==> config.mk <==
export PLATFORM = sky130hd
export DESIGN_NAME = gsim_band_encoder
export DESIGN_NICKNAME = d
export VERILOG_FILES = /design/src/rtl/gsim_band_encoder.sv
export SDC_FILE = /design/constraint.sdc
export NUM_CORES = 2
export LEC_CHECK = 0
export CAP_MARGIN = 30
export CORE_ASPECT_RATIO = 0.8
export CORE_MARGIN = 2
export CORE_UTILIZATION = 61
export DETAILED_ROUTE_END_ITERATION = 10
export PLACE_DENSITY = 0.84
export RECOVER_POWER = 50
export SKIP_LAST_GASP = 1
export SLEW_MARGIN = 20
export SYNTH_ARGS = -nofsm -noshare
export SYNTH_HDL_FRONTEND = slang
export SYNTH_SLANG_ARGS = --single-unit
==> constraint.sdc <==
create_clock -name clk -period 25 [get_ports clk]
set_input_delay 3.75 -clock clk [delete_from_list [all_inputs] [get_ports clk]]
set_output_delay 3.75 -clock clk [all_outputs]
set_load 0.02 [all_outputs]
==> src/rtl/gsim_band_encoder.sv <==
`default_nettype none
// ============================================================================
// Module   : gsim_band_encoder
// Purpose  : b = A*x for the 7-band solver matrix; streams rounded, saturated b
// Revision : 1.0
// ============================================================================
module gsim_band_encoder #(
  parameter int N    = 16,
  parameter int XW   = 32,
  parameter int FRAC = 16,
  parameter int BW   = 16
) (
  input  logic                 clk,
  input  logic                 reset,
  input  logic                 x_valid,
  input  logic [XW-1:0]        x_in,
  output logic                 x_ready,
  output logic                 b_valid,
  output logic signed [BW-1:0] b_out,
  output logic                 b_last,
  output logic                 b_sat
);
  localparam int IW = $clog2(N);
  localparam int AW = XW + 6;
  localparam logic [IW-1:0]        c_last_idx = IW'(N - 1);
  localparam logic signed [IW+1:0] c_n        = (IW + 2)'(N);
  localparam logic signed [AW-1:0] c_half     = AW'(64'sd1 <<< (FRAC - 1));
  localparam logic signed [AW-1:0] c_bmax     = AW'((64'sd1 <<< (BW - 1)) - 64'sd1);
  localparam logic signed [AW-1:0] c_bmin     = ~c_bmax;

  typedef enum logic [1:0] {
    COLLECT = 2'd0,
    COMPUTE = 2'd1,
    DRAIN   = 2'd2
  } state_t;

  state_t               r_state, w_state_nxt;
  logic [IW-1:0]        r_index, w_index_nxt;
  logic [IW-1:0]        r_row, w_row_nxt;
  logic                 w_store, w_emit;
  logic signed [XW-1:0] r_xbuf [N];

  always_comb begin
    w_state_nxt = r_state;
    w_index_nxt = r_index;
    w_row_nxt   = r_row;
    w_store     = 1'b0;
    w_emit      = 1'b0;
    case (r_state)
      COLLECT: begin
        if (x_valid) begin
          w_store = 1'b1;
          if (r_index == c_last_idx) begin
            w_state_nxt = COMPUTE;
            w_row_nxt   = '0;
            w_index_nxt = '0;
          end else begin
            w_index_nxt = r_index + 1'b1;
          end
        end
      end
      COMPUTE: begin
        w_emit = 1'b1;
        if (r_row == c_last_idx) w_state_nxt = DRAIN;
        else                     w_row_nxt   = r_row + 1'b1;
      end
      DRAIN: begin
        w_state_nxt = COLLECT;
        w_index_nxt = '0;
      end
      default: w_state_nxt = COLLECT;
    endcase
  end

  // Data storage deliberately has no reset.
  always_ff @(posedge clk) begin
    if (w_store) r_xbuf[r_index] <= $signed(x_in);
  end

  // Tap k reads x[row + k - 3]; out-of-range neighbours contribute zero.
  logic signed [AW-1:0] w_tap [7];
  for (genvar k = 0; k < 7; k++) begin : g_tap
    localparam logic signed [IW+1:0] c_off = (IW + 2)'(k - 3);
    logic signed [IW+1:0] w_idx;
    logic signed [XW-1:0] w_x;
    assign w_idx    = $signed({2'b00, r_row}) + c_off;
    assign w_x      = r_xbuf[w_idx[IW-1:0]];
    assign w_tap[k] = (!w_idx[IW+1] && (w_idx < c_n)) ? {{(AW - XW){w_x[XW-1]}}, w_x} : '0;
  end

  logic signed [AW-1:0] w_p1, w_p2, w_p3, w_s, w_r;
  logic signed [BW-1:0] w_b;
  logic                 w_sat;

  assign w_p1 = w_tap[2] + w_tap[4];
  assign w_p2 = w_tap[1] + w_tap[5];
  assign w_p3 = w_tap[0] + w_tap[6];
  assign w_s  = (w_tap[3] <<< 4) + (w_tap[3] <<< 2)
              - ((w_p1 <<< 3) + (w_p1 <<< 2) + w_p1)
              + (w_p2 <<< 2) + (w_p2 <<< 1)
              - w_p3;
  assign w_r  = (w_s + c_half) >>> FRAC;

  always_comb begin
    w_b   = w_r[BW-1:0];
    w_sat = 1'b0;
    if (w_r > c_bmax) begin
      w_b   = c_bmax[BW-1:0];
      w_sat = 1'b1;
    end else if (w_r < c_bmin) begin
      w_b   = c_bmin[BW-1:0];
      w_sat = 1'b1;
    end
  end

  always_ff @(posedge clk or negedge reset) begin
    if (!reset) begin
      r_state <= COLLECT;
      r_index <= '0;
      r_row   <= '0;
      x_ready <= 1'b1;
      b_valid <= 1'b0;
      b_out   <= '0;
      b_last  <= 1'b0;
      b_sat   <= 1'b0;
    end else begin
      r_state <= w_state_nxt;
      r_index <= w_index_nxt;
      r_row   <= w_row_nxt;
      x_ready <= (w_state_nxt == COLLECT);
      b_valid <= w_emit;
      if (w_emit) begin
        b_out  <= w_b;
        b_sat  <= w_sat;
        b_last <= (r_row == c_last_idx);
      end
    end
  end

endmodule
`default_nettype wire

* After elaboration in Yosys (flattened, before gate mapping)
Memory sizes are Yosys's and may differ from the RTL's.
Index checks and enable logic that the tools add are counted.
** Storage, ports and cells
- Bits in registers :: 30
- Memories :: 1
- Memory bits (writable) :: 512
** Memories
- r_xbuf :: depth 16, width 32, rd ports 7, clocked after Yosys merged registers in 0, write ports 1, RTL line 41 : logic signed [XW-1:0] r_xbuf [N];
** Operators by class
- Add/subtract/negate cells :: 19
- Equal/unequal tests :: 7
- Mux-type cells :: 27
- Order comparisons :: 9
- Reductions and logical operators :: 18
** Operator list (number)
- adder 38 bit :: 7
- two-way mux 38 bit :: 4
- subtractor 38 bit :: 2
- two-way mux 37 bit :: 2
- adder 38 x 17 -> 38 bit (second input constant) :: 1
- adder 37 bit :: 1
- two-way mux 36 bit :: 1
- two-way mux 16 bit :: 2
- greater-than comparator 22 x 16 -> 1 bit (second input constant) :: 1
- < comparator 22 x 16 -> 1 bit (second input constant) :: 1
- two-way mux 4 bit :: 5
- < comparator 6 bit (second input constant) :: 3
- case mux 4 bit (2 select lines) :: 2
- < comparator 5 bit (second input constant) :: 3
- adder 4 x 2 -> 5 bit (second input constant) :: 2
- adder 4 x 1 -> 4 bit (second input constant) :: 2
- equality test 4 bit (second input constant) :: 2
- two-way mux 1 bit :: 7
- adder 5 x 1 -> 6 bit (second input constant) :: 1
- adder 5 x 2 -> 6 bit (second input constant) :: 1
- adder 5 x 3 -> 6 bit (second input constant) :: 1
- logical AND 1 bit :: 6
- two-way mux 2 bit :: 3
- inequality test 2 bit (second input constant) :: 3
- other kinds (11) :: 17

* Longest topological paths before layout
- Depth in word-level cells :: 15
- Gate-level depth with buffers :: 54
- Gate-level depth less buffers :: 40

* Least setup slack after synthesis
Ideal clock, no wire load.
- Kind :: reg2reg
- Start point :: register r_row[0]
- End point :: register b_sat
- Arrival :: 12458 ps
- Library setup time :: 124 ps
- Cell stages (with the launch flop) :: 51
- Setup slack :: 12418 ps
- Required time :: 24876 ps
- Cell sequence :: dfrtp_1 buf_6 buf_6 buf_2 buf_2 buf_2 clkbuf_1 clkbuf_1 inv_1 ha_1 buf_2 buf_2 buf_2 clkbuf_1 clkbuf_1 mux4_2 and2_1 a211oi_1 [15 not listed] fa_1 fa_1 inv_1 fa_1 inv_1 ha_1 nand4_1 o22ai_1 a311oi_2 o211ai_1 a311oi_2 o31ai_1 xnor2_1 or4_1 and3_1 buf_6 buf_6 a211o_1
** On the way
- Word-level cells in the longest chain between the ends :: 15
- Elaborated cells on any way between the ends :: 45
- Those cells by class :: 17 x add/sub; 9 x order compare; 9 x mux; 9 x reduce/logical; 1 x memory
** Ends and longest elaborated chain
- from (decl) :: RTL line 39 : logic [IW-1:0] r_row, w_row_nxt;
- from (signal assigned) :: RTL line 129 : r_row <= w_row_nxt;
- adder 5 x 1 -> 6 bit / adder 4 x 1 -> 5 bit (equally long branches) :: RTL line 86 : assign w_idx = $signed({2'b00, r_row}) + c_off;
- < comparator 6 bit (tied with other cells) :: RTL line 88 : assign w_tap[k] = (!w_idx[IW+1] && (w_idx < c_n)) ? {{(AW - XW){w_x[XW-1]}}, w_x} : '0;
- logical AND 1 bit :: RTL line 88
- two-way mux 38 bit :: RTL line 88
- adder 38 bit :: RTL line 95 : assign w_p1 = w_tap[2] + w_tap[4];
- adder 38 bit (2 in a row) :: RTL line 99 : - ((w_p1 <<< 3) + (w_p1 <<< 2) + w_p1)
- subtractor 38 bit :: RTL line 99
- adder 38 bit (2 in a row) :: RTL line 100 : + (w_p2 <<< 2) + (w_p2 <<< 1)
- subtractor 38 bit (*) :: RTL line 101 : - w_p3;
- adder 38 x 17 -> 38 bit (*) :: RTL line 102 : assign w_r = (w_s + c_half) >>> FRAC;
- < comparator 22 x 16 -> 1 bit :: RTL line 110 : end else if (w_r < c_bmin) begin
- two-way mux 1 bit :: RTL line 110
- two-way mux 1 bit (*) :: RTL line 107 : if (w_r > c_bmax) begin
- to (signal assigned) :: RTL line 134 : b_sat <= w_sat;
- to (decl) :: RTL line 21 : output logic b_sat
Every way passes the cells marked *; elsewhere a longest branch is shown, timed or not.
A chain may end at the register's enable or synchronous reset.

* Worst setup path in the final report
- Start point :: register r_row[0]
- End point :: register b_out[9]
** On the way
- Word-level cells in the longest chain between the ends :: 15
- Elaborated cells on any way between the ends :: 45
- Those cells by class :: 17 x add/sub; 9 x order compare; 9 x mux; 9 x reduce/logical; 1 x memory
** Ends and longest elaborated chain
- adder 5 x 1 -> 6 bit / adder 4 x 1 -> 5 bit (equally long branches) :: RTL line 86
- < comparator 6 bit (tied with other cells) :: RTL line 88
- logical AND 1 bit :: RTL line 88
- two-way mux 38 bit :: RTL line 88
- adder 38 bit :: RTL line 95
- adder 38 bit (2 in a row) :: RTL line 99
- subtractor 38 bit :: RTL line 99
- adder 38 bit (2 in a row) :: RTL line 100
- subtractor 38 bit (*) :: RTL line 101
- adder 38 x 17 -> 38 bit (*) :: RTL line 102
- < comparator 22 x 16 -> 1 bit :: RTL line 110
- two-way mux 16 bit :: RTL line 110
- two-way mux 16 bit (*) :: RTL line 107
- to (signal assigned) :: RTL line 133 : b_out <= w_b;
- to (decl) :: RTL line 19 : output logic signed [BW-1:0] b_out,
Marks and branches as above.

==> metrics <==
outcome=finished with violations; failing checks=capacitance limit, slew limit; CP Class=flop to flop; Least-Margin Pin Slew=2.82 ns; # IOs=55; drt drc=0; CTS max path bufs=3; top cells by area, synth=edfxtp_1, mux4_2, fa_1, ha_1, a211oi_1; placed wire-length estimate=about 91 mm; cell taking the most area after synthesis=edfxtp_1; initial drt markers=6,111; pin count of the biggest net entering global routing=122; RSZ-0062 raised after global routing=false; first-pass GRT wire length=210 mm; CTS H-Tree Depth=2; fin. max-slew vios=86; CTS buffer count=56; post-synthesis simple-gate area fraction=0.0550; post_cts resized=0; Fmax=65.9 MHz; Mapped Cells=3,137; via count=roughly 33,000; cts hold-fix bufs=0; Root Buffer=clkbuf_16; Main synth FF type=edfxtp_1; min-delay worst type=flop to flop; count leader, synth=mux4_2; via/cell ratio=7.94; post-route ant nets=0; CP peak stage delay=2.24 ns; DRT Wirelength=roughly 140 mm; die area=78,500 um^2; Final min period=about 15 ns; setup tns final=0 ns; Worst EP arrival=15.69 ns; final hold vios=0; Clk Latency, worst-skew pair=0.67 ns; GP Congestion=0.992; Layout area overhead=7.46%; CP Launch Type=flop; Synth Area per Inst=14.8 um^2; 1st-pass router iterations=6; Syn Nets=3,558; number of synthesized flops with an enable pin=512; num rows=90; Post-Synth XOR/XNOR Area=0.0225; compound-gate portion of the synthesized area=0.0691; Final Cycle Share=0.607; height of the die=251 um; number of global-route vias before repair=32,865; Worst EP required=25.52 ns; GRT overflow=0; drt wl/cell=34.4 um; CP max stage cell=dfrtp_1; Synth Area in Adders=0.141; Crit. End Element=flop; Post CTS Setup Buffer Count=0; largest family of logic cells by synthesized area=multiplexers; CTS tree=built; GRT Util Overall=0.364; total of max-cap violations=2; Seq/Total Area, Yosys=0.347; clk sinks=542; share of layout cells above drive strength 1=0.269; initial antenna violation count=7; layout net count=3,498; Final Setup Violations=0; critical path peak fanout=55; clk slew on worst S/H paths=0.06 ns; skew final=0.0301 ns; number of port buffers=54; top cells by count, synth=mux4_2, edfxtp_1, fa_1, inv_1, ha_1; post-synth cell types=73; Yosys warnings=0; die width=313 um; share of the synthesized area in the top cell type=0.331; Initial Util=0.617; slew margin rel.=-0.877; mapped cell area=46,500 um^2; post-synthesis mux area share=0.329; ys async rst share=0.0554; core footprint=75,400 um^2; register bit total from synthesis=542
-- registers in the layout, indices dropped and copies added, names as in the netlist --
| signal | count |
|---|---|
| r_index | 4 |
| r_state | 2 |
| b_out | 16 |
| b_last | 1 |
| b_valid | 1 |
| b_sat | 1 |
| x_ready | 1 |
| r_xbuf | 512 |
| r_row | 4 |
-- layout make-up --
class | instances | area [um^2]
timing repair buffer | 102 | 1040
inverter | 216 | 811
multi-input combinational | 2159 | 28900
fill | 4947 | 25500
sequential | 542 | 16100
tap | 1012 | 1270
clock inverter | 31 | 373
clock buffer | 70 | 1500
antenna | 3 | 7.51
-- worst max-delay path, delay by kind of cell (launching register included) --
kind / cells / cell delay [ns]
flip-flops: 1 / 2.24
AO/OA/AOI/OAI: 11 / 2.93
buffers and inverters: 6 / 3.66
XOR/XNOR: 1 / 0.18
multiplexers: 2 / 1.11
adder cells (fa/ha/maj): 7 / 3.14
AND/OR/NAND/NOR: 5 / 1.65
-- per-layer routing --
layer	wire length (um)	vias up	GRT usage
met1	49500	16509	0.510
met4	6810	4	0.153
met2	61500	3289	0.514
li1	-	12504	-
met3	24200	542	0.143
met5	80	-	0.00676
-- logic make-up after synthesis --
group,Yosys count
buffers and inverters,436
flip-flops,542
adder cells (fa/ha/maj),391
multiplexers,708
XOR/XNOR,113
AND/OR/NAND/NOR,495
AO/OA/AOI/OAI,452
-- per-stage QoR --
stage,std cells,hold slack [ns],setup WS [ns],area [um^2],utilization
finish,4135,0.512,9.83,50000,0.663
global route,4135,0.541,8.73,50000,0.663
CTS,4126,0.517,11.29,49800,0.661
detailed placement,4025,0.503,11.40,48000,0.636
global placement,4025,0.503,11.85,48000,0.636
floorplan,3137,0.546,12.42,46500,-
-- cell usage in the layout, fill, tap and decap left out, drive strengths merged, types with 6 or more instances in the layout --
cell / n
clkinv: 19
a31oi: 12
a21oi: 81
dlygate4sd3: 34
a211oi: 131
mux4: 655
nand4: 6
o21ai: 54
inv: 217
a221o: 14
o21bai: 13
or3: 8
nand2b: 19
clkbuf: 71
nor2b: 123
o21a: 20
buf: 47
ha: 160
mux2i: 51
a21o: 48
xor2: 32
xnor2: 79
and3: 13
nor2: 52
fa: 226
nor3: 10
bufinv: 7
edfxtp: 512
and2: 78
nand2: 154
a311oi: 37
dfrtp: 29
nand3: 21
clkdlybuf4s50: 20
o211ai: 8
-- final timing paths --
kind / end / depth (start not counted) / start / slack (ns)
max reg2reg: b_out[9]$_DFFE_PN0P_ / 32 / r_row[0]$_DFFE_PN0P_ / 9.83
min reg2reg: b_out[8]$_DFFE_PN0P_ / 1 / b_out[8]$_DFFE_PN0P_ / 0.51
max: b_out[9]$_DFFE_PN0P_ / 32 / r_row[0]$_DFFE_PN0P_ / 9.83
min in group asynchronous: b_out[3]$_DFFE_PN0P_ / 2 / reset / 4.04
min: b_out[8]$_DFFE_PN0P_ / 1 / b_out[8]$_DFFE_PN0P_ / 0.51
max in group asynchronous: r_row[1]$_DFFE_PN0P_ / 2 / reset / 19.84
Power is left out: the tool's default activity adds up to more than one toggle a clock period on the data nets, which glitch-free logic cannot reach.
